===== config.mk =====
export PLATFORM = sky130hd
export DESIGN_NAME = irq_ctrl
export DESIGN_NICKNAME = d
export VERILOG_FILES = /design/src/rtl/irq_ctrl.sv
export SDC_FILE = /design/constraint.sdc
export NUM_CORES = 1
export LEC_CHECK = 0
export ABC_AREA = 1
export CAP_MARGIN = 25
export CORE_UTILIZATION = 39
export CTS_CLUSTER_DIAMETER = 80
export DETAILED_ROUTE_END_ITERATION = 12
export GPL_ROUTABILITY_DRIVEN = 1
export PLACE_DENSITY = 0.65
export SYNTH_ARGS = -nofsm -noshare
export SYNTH_HDL_FRONTEND = slang
export SYNTH_SLANG_ARGS = --single-unit

===== constraint.sdc =====
create_clock -name clk_i -period 2.2 [get_ports clk_i]
set_clock_uncertainty 0.05 [all_clocks]
set_input_delay 0.44 -clock clk_i [delete_from_list [all_inputs] [get_ports clk_i]]
set_output_delay 0.44 -clock clk_i [all_outputs]
set_load 0.1 [all_outputs]

===== src/rtl/irq_ctrl.sv =====
// -----------------------------------------------------------------------------
// irq_ctrl : interrupt aggregator feeding the core's MTIP / MSIP / MEIP inputs.
//
// Purpose
//   Collects the timer interrupt, a software-interrupt register bit and up to
//   NUM_SRC-1 peripheral lines. Each peripheral line passes through a level or
//   edge gateway into a pending bit. Pending bits are masked by ENABLE and
//   OR-reduced into irq_external_o. Software uses a claim/complete handshake
//   over a simple one-cycle bus:
//     0x00 PENDING (RO)   0x04 ENABLE (RW)   0x08 EDGE_SEL (RW, 1=edge)
//     0x0C CLAIM (read = claim, write = complete)   0x10 MSIP (RW, bit0)
//   Source ID 0 is reserved, so bit 0 of every per-source register reads 0.
//   Bits at or above NUM_SRC also read 0.
//
// Configuration
//   NUM_SRC           number of source lines including reserved ID 0 (2..32)
//   IRQ_CTRL_SYNC_EN  when defined, each irq_src_i bit passes through a 2-flop
//                     synchroniser before the gateway. This adds two cycles of
//                     edge-to-irq_external_o latency. timer_intr_i is never
//                     synchronised.
//
// Ports
//   clk_i, rst_i            clock, synchronous active-high reset
//   irq_req_i, irq_we_i     bus request strobe (one cycle per access), write flag
//   irq_sel_i               byte select (ignored; every write is a full word)
//   irq_addr_i, irq_wdata_i byte address (only [9:0] decoded), write data
//   irq_rvalid_o            high exactly one cycle after a read request
//   irq_rdata_o             registered read data
//   timer_intr_i            level interrupt from mtime/mtimecmp
//   irq_src_i               peripheral interrupt lines (bit 0 ignored)
//   irq_timer_o             registered copy of timer_intr_i (MTIP)
//   irq_software_o          MSIP register bit (MSIP)
//   irq_external_o          registered OR of pending & enable (MEIP)
// -----------------------------------------------------------------------------
module irq_ctrl #(
    parameter int NUM_SRC = 16
) (
    input  logic               clk_i,
    input  logic               rst_i,
    input  logic               irq_req_i,
    input  logic [3:0]         irq_sel_i,
    input  logic [31:0]        irq_addr_i,
    input  logic               irq_we_i,
    input  logic [31:0]        irq_wdata_i,
    output logic               irq_rvalid_o,
    output logic [31:0]        irq_rdata_o,
    input  logic               timer_intr_i,
    input  logic [NUM_SRC-1:0] irq_src_i,
    output logic               irq_timer_o,
    output logic               irq_software_o,
    output logic               irq_external_o
);

    // Usable source bits: 1..NUM_SRC-1.
    localparam logic [31:0] SRC_MASK = (NUM_SRC >= 32) ? 32'hFFFF_FFFE
                                     : (((32'd1 << NUM_SRC) - 32'd1) & 32'hFFFF_FFFE);

    localparam logic [9:0] ADDR_PENDING  = 10'h000;
    localparam logic [9:0] ADDR_ENABLE   = 10'h004;
    localparam logic [9:0] ADDR_EDGE_SEL = 10'h008;
    localparam logic [9:0] ADDR_CLAIM    = 10'h00C;
    localparam logic [9:0] ADDR_MSIP     = 10'h010;

    logic [31:0] pending;
    logic [31:0] enable;
    logic [31:0] edge_sel;
    logic [31:0] in_service;
    logic [31:0] src_prev;
    logic        msip;

    logic [31:0] src_raw;
    logic [31:0] src;
    logic [9:0]  addr;
    logic        is_rd;
    logic        is_wr;
    logic        is_claim;
    logic        is_complete;
    logic [31:0] active;
    logic [4:0]  claim_id;
    logic [31:0] claim_onehot;
    logic [4:0]  complete_id;
    logic [31:0] complete_onehot;
    logic [31:0] gw_set;
    logic [31:0] rd_word;

    // Byte select and the upper address bits carry no meaning here.
    logic unused;
    assign unused = ^{irq_sel_i, irq_addr_i[31:10]};

    assign src_raw = 32'(irq_src_i) & SRC_MASK;

`ifdef IRQ_CTRL_SYNC_EN
    logic [31:0] sync_q1;
    logic [31:0] sync_q2;

    always_ff @(posedge clk_i) begin
        if (rst_i) begin
            sync_q1 <= '0;
            sync_q2 <= '0;
        end else begin
            sync_q1 <= src_raw;
            sync_q2 <= sync_q1;
        end
    end

    assign src = sync_q2;
`else
    assign src = src_raw;
`endif

    assign addr        = irq_addr_i[9:0];
    assign is_rd       = irq_req_i & ~irq_we_i;
    assign is_wr       = irq_req_i &  irq_we_i;
    assign is_claim    = is_rd & (addr == ADDR_CLAIM);
    assign is_complete = is_wr & (addr == ADDR_CLAIM);

    // Claim arbitration uses the registered ENABLE, so an ENABLE write in the
    // same cycle only affects later claims.
    assign active = pending & enable;

    always_comb begin
        claim_id = 5'd0;
        for (int i = 31; i >= 1; i--) begin
            if (active[i]) begin
                claim_id = 5'(i);
            end
        end
    end

    assign claim_onehot = (is_claim && (claim_id != 5'd0)) ? (32'd1 << claim_id) : 32'd0;

    // Out-of-range and ID-0 completes fall outside SRC_MASK and vanish.
    assign complete_id     = irq_wdata_i[4:0];
    assign complete_onehot = is_complete ? ((32'd1 << complete_id) & SRC_MASK) : 32'd0;

    // Gateway set terms. A level source being claimed this cycle must not
    // re-set its own pending bit. An edge that coincides with a claim does
    // re-set it, because a fresh edge is a new request.
    always_comb begin
        gw_set = ((edge_sel  & src & ~src_prev)
               |  (~edge_sel & src & ~in_service & ~claim_onehot)) & SRC_MASK;
    end

    always_comb begin
        rd_word = 32'd0;
        case (addr)
            ADDR_PENDING:  rd_word = pending  & SRC_MASK;
            ADDR_ENABLE:   rd_word = enable   & SRC_MASK;
            ADDR_EDGE_SEL: rd_word = edge_sel & SRC_MASK;
            ADDR_CLAIM:    rd_word = {27'd0, claim_id};
            ADDR_MSIP:     rd_word = {31'd0, msip};
            default:       rd_word = 32'd0;
        endcase
    end

    always_ff @(posedge clk_i) begin
        if (rst_i) begin
            pending        <= '0;
            enable         <= '0;
            edge_sel       <= '0;
            in_service     <= '0;
            src_prev       <= '0;
            msip           <= 1'b0;
            irq_rvalid_o   <= 1'b0;
            irq_rdata_o    <= '0;
            irq_timer_o    <= 1'b0;
            irq_external_o <= 1'b0;
        end else begin
            src_prev       <= src;
            pending        <= ((pending & ~claim_onehot) | gw_set) & SRC_MASK;
            in_service     <= ((in_service & ~complete_onehot) | claim_onehot) & SRC_MASK;
            irq_timer_o    <= timer_intr_i;
            irq_external_o <= |active;
            irq_rvalid_o   <= is_rd;
            if (is_rd) begin
                irq_rdata_o <= rd_word;
            end
            if (is_wr && (addr == ADDR_ENABLE)) begin
                enable <= irq_wdata_i & SRC_MASK;
            end
            if (is_wr && (addr == ADDR_EDGE_SEL)) begin
                edge_sel <= irq_wdata_i & SRC_MASK;
            end
            if (is_wr && (addr == ADDR_MSIP)) begin
                msip <= irq_wdata_i[0];
            end
        end
    end

    assign irq_software_o = msip;

endmodule

==> results of run 1 <==
## layer usage
metal	global-route usage	vias up	share of wire
met2	0.338	98	0.46
met5	0	-	0
met4	0.0840	0	0.020
li1	-	2122	-
met1	0.275	1944	0.47
met3	0.0418	20	0.045
## area by class of cell
class / instances / area [sq um] / area share
multi-input cells: 389 / 2080 / 0.365
flip-flops and latches: 95 / 1900 / 0.334
repair buffers: 100 / 928 / 0.163
inverters: 85 / 320 / 0.0562
clock buffers: 11 / 253 / 0.0443
well taps: 140 / 175 / 0.0307
clock inverters: 5 / 38.8 / 0.00681
## cell families (layout without fill, tap and decap cells)
| kind of cell | after synthesis | count (layout) |
|---|---|---|
| AO/OA/AOI/OAI | 136 | 136 |
| buffers and inverters | 124 | 201 |
| flip-flops | 95 | 95 |
| other | 1 | 16 |
| AND/OR/NAND/NOR | 237 | 237 |
## worst max-delay path: stages
cell             delay, ns
clkdlybuf4s50_1       0.40
nor2_1                0.22
nand3_4               0.13
buf_4                 0.16
clkinv_2              0.05
nand2_2               0.08
nor3_4                0.20
buf_12                0.15
nand4_1               0.17
o21ai_1               0.12
a21oi_1               0.07
## cells in the final DEF, fill, tap and decap left out, types with 5 or more instances in the layout
cell type        count
a21oi_1             44
conb_1              16
nor2_2               5
nor3_1              16
buf_4               50
o21ai_1             10
nand2_1             81
clkbuf_16            9
o21ai_0             20
inv_2               13
inv_1               71
nand3b_1            15
buf_12               5
dfxtp_1             95
nand4_1              9
o221ai_1             8
o22ai_1              9
a211oi_1            30
clkdlybuf4s50_1     41
o31ai_1              6
nor2_1              78
nand3_1             12
## sequential cells by signal (all words and copies together) (netlist names)
name            flops
irq_rvalid_o        1
irq_rdata_o        16
irq_external_o      1
in_service         15
enable             15
edge_sel           15
src_prev           15
pending            15
irq_software_o      1
irq_timer_o         1
## power breakdown
part,leakage [uW],internal [uW],switching (uW)
Clock,0.000143,836,677
Combinational,0.00142,127,258
Sequential,0.000775,1760,18.8
Total,0.00234,2720,954
## worst max-delay path by stage
stage	start	slack, ns	end
global route	pending[11]$_SDFF_PP0_	-0.02	pending[7]$_SDFF_PP0_
floorplan	irq_addr_i[1]	0.40	pending[8]$_SDFF_PP0_
global placement	irq_addr_i[5]	-0.20	in_service[3]$_SDFF_PP0_
CTS	irq_addr_i[5]	0.12	edge_sel[9]$_SDFFE_PP0P_
finish	irq_addr_i[7]	0.18	pending[2]$_SDFF_PP0_
detailed placement	irq_addr_i[5]	-0.25	edge_sel[10]$_SDFFE_PP0P_
## through the flow
stage,worst slack (ns),power (uW),area [sq um]
floorplan,0.400,2070,4500
global placement,-0.203,2190,5380
detailed placement,-0.246,2200,5380
CTS,0.116,3700,5670
global route,-0.0154,3810,5700
finish,0.178,3670,5700
## repair_timing
item / CTS / global route
gates resized for setup: 0 / 6
setup endpoints to repair: 0 / 15
setup buffers: 0 / 1
## synthesized netlist by cell type
master	number	area, sq um
a211oi_1	30	225
a21boi_1	1	7.51
a21oi_1	44	220
a221oi_1	1	8.76
a31oi_1	1	6.26
buf_2	4	20.0
buf_4	16	120
clkbuf_1	19	71.3
clkinv_2	1	5.00
conb_1	1	3.75
dfxtp_1	95	1900
inv_1	71	267
inv_2	13	48.8
nand2_1	81	304
nand2_2	3	18.8
nand2_4	3	33.8
nand3_1	13	65.1
nand3_2	3	30.0
nand3_4	1	17.5
nand3b_1	15	113
nand4_1	9	56.3
nor2_1	79	297
nor2_2	4	25.0
nor2_4	2	22.5
nor3_1	16	80.1
nor3_4	3	48.8
nor3b_1	1	7.51
nor4_2	1	12.5
nor4_4	1	21.3
o2111ai_1	1	8.76
o21a_1	2	15.0
o21ai_0	20	100
o21ai_1	10	50.1
o21bai_1	2	15.0
o21bai_2	1	11.3
o221ai_1	8	70.1
o22ai_1	9	56.3
o31ai_1	6	45.0
or2_4	1	8.76
or3_1	1	6.26
==> run metrics, run 1 <==
RD Place Congestion=0.885; Die Y=109 um; status=finished clean; Seq/Total Area, Yosys=0.428; main combinational cell family by area after synthesis=simple AND/OR/NAND/NOR gates; Power Density=644 nW/um^2; root buf cell=clkbuf_16; hold_sp=irq_rdata_o[0]$_SDFFE_PP0P_; Final Instance Count excl. Fillers=825; Port Buffer Count=65; Final Hold Fails=0; row count=38; post-synthesis mux area share=0; type of the most critical hold path=flip-flop to flip-flop; Leakage=0.00234 uW; vias per cell=5.07; adder-cell area share of the yosys netlist=0; max frequency=495 MHz; starting DRC count in detailed routing=276; Startpoint Class=input pin; Pre-Repair DR Iteration Count=5; Arrival @ worst endpoint=2.19 ns; Synth-to-Final Area Change=28.2%; total gr overflow=0; layout cell share with drive strength beyond 1=0.162; peak supply drop=0.430 mV; Max clock buf depth=2; Final Setup Violations=0; post-synthesis cell type count=40; r2r endpoint=pending[7]$_SDFF_PP0_; TNS Setup=0 ns; antenna violations before repair=0; largest net degree at the start of global routing=96; WL per Instance=14.1 um; Die W=109 um; RSZ-0062 raised after global routing=true; Starting Density=0.405; WHS Path Cells=2; Fillers=1069; CTS H-tree lvls=3; CTS Hold Bufs=0; Num CTS Buffers=9; final slew viol count=0; CP Capture Type=flip-flop; XOR/XNOR Fraction of Synth Area=0; DRC violations left=0; min Tclk post-route=2.02 ns; max_cap viols=0; Hold EP=irq_rdata_o[0]$_SDFFE_PP0P_; origin of the critical flop-to-flop path=pending[11]$_SDFF_PP0_; Cell Area, Synth=4440 sq um; ant diodes=0; HPWL after DPL=8.55 mm; CTS sink cnt=95; vias in the first global route=3897; Nets=769; Worst Hold Slack=0.415 ns; Cells after Synth=593; Detail Route Antenna Nets=0; CTS tree=yes; post-synthesis simple-gate area fraction=0.263; worst skew pair latency=0.35 ns; Avg Cell Area, Syn=7.49 sq um; die footprint=11800 sq um; gr usage total=0.210; R2R setup slack=0.19 ns; Ys Warns=0; Clock Pin Slew Worst Setup and Hold Paths=0.06 ns; Tcrit/Tclk final=0.919; Vias=4184; Worst R2R Path Depth=14; CP max FO=10; I/O pins=125; final WL=11.7 mm; Critical Path RT=2.37 ns; Post-Place Cells=808; WS Path Type=input pin to flip-flop; final core utilization=0.519; Synth Area in Compound Gates=0.189; synthesized flop and latch total=95; first-pass GRT wire length=18.9 mm; Core Footprint=11000 sq um
Power figures use the tool's default switching activity.
==> run 2, diff against run 1 <==
Settings changed: CTS_CLUSTER_DIAMETER 80 to 40.
==> results of run 2 <==
Final layout, timing and power as in run 1 (identical DEF).
==> run 3, diff against run 2 <==
Settings changed: SKIP_CTS_REPAIR_TIMING set to 1.
==> results of run 3 <==
Final layout, timing and power as in run 1 (identical DEF).
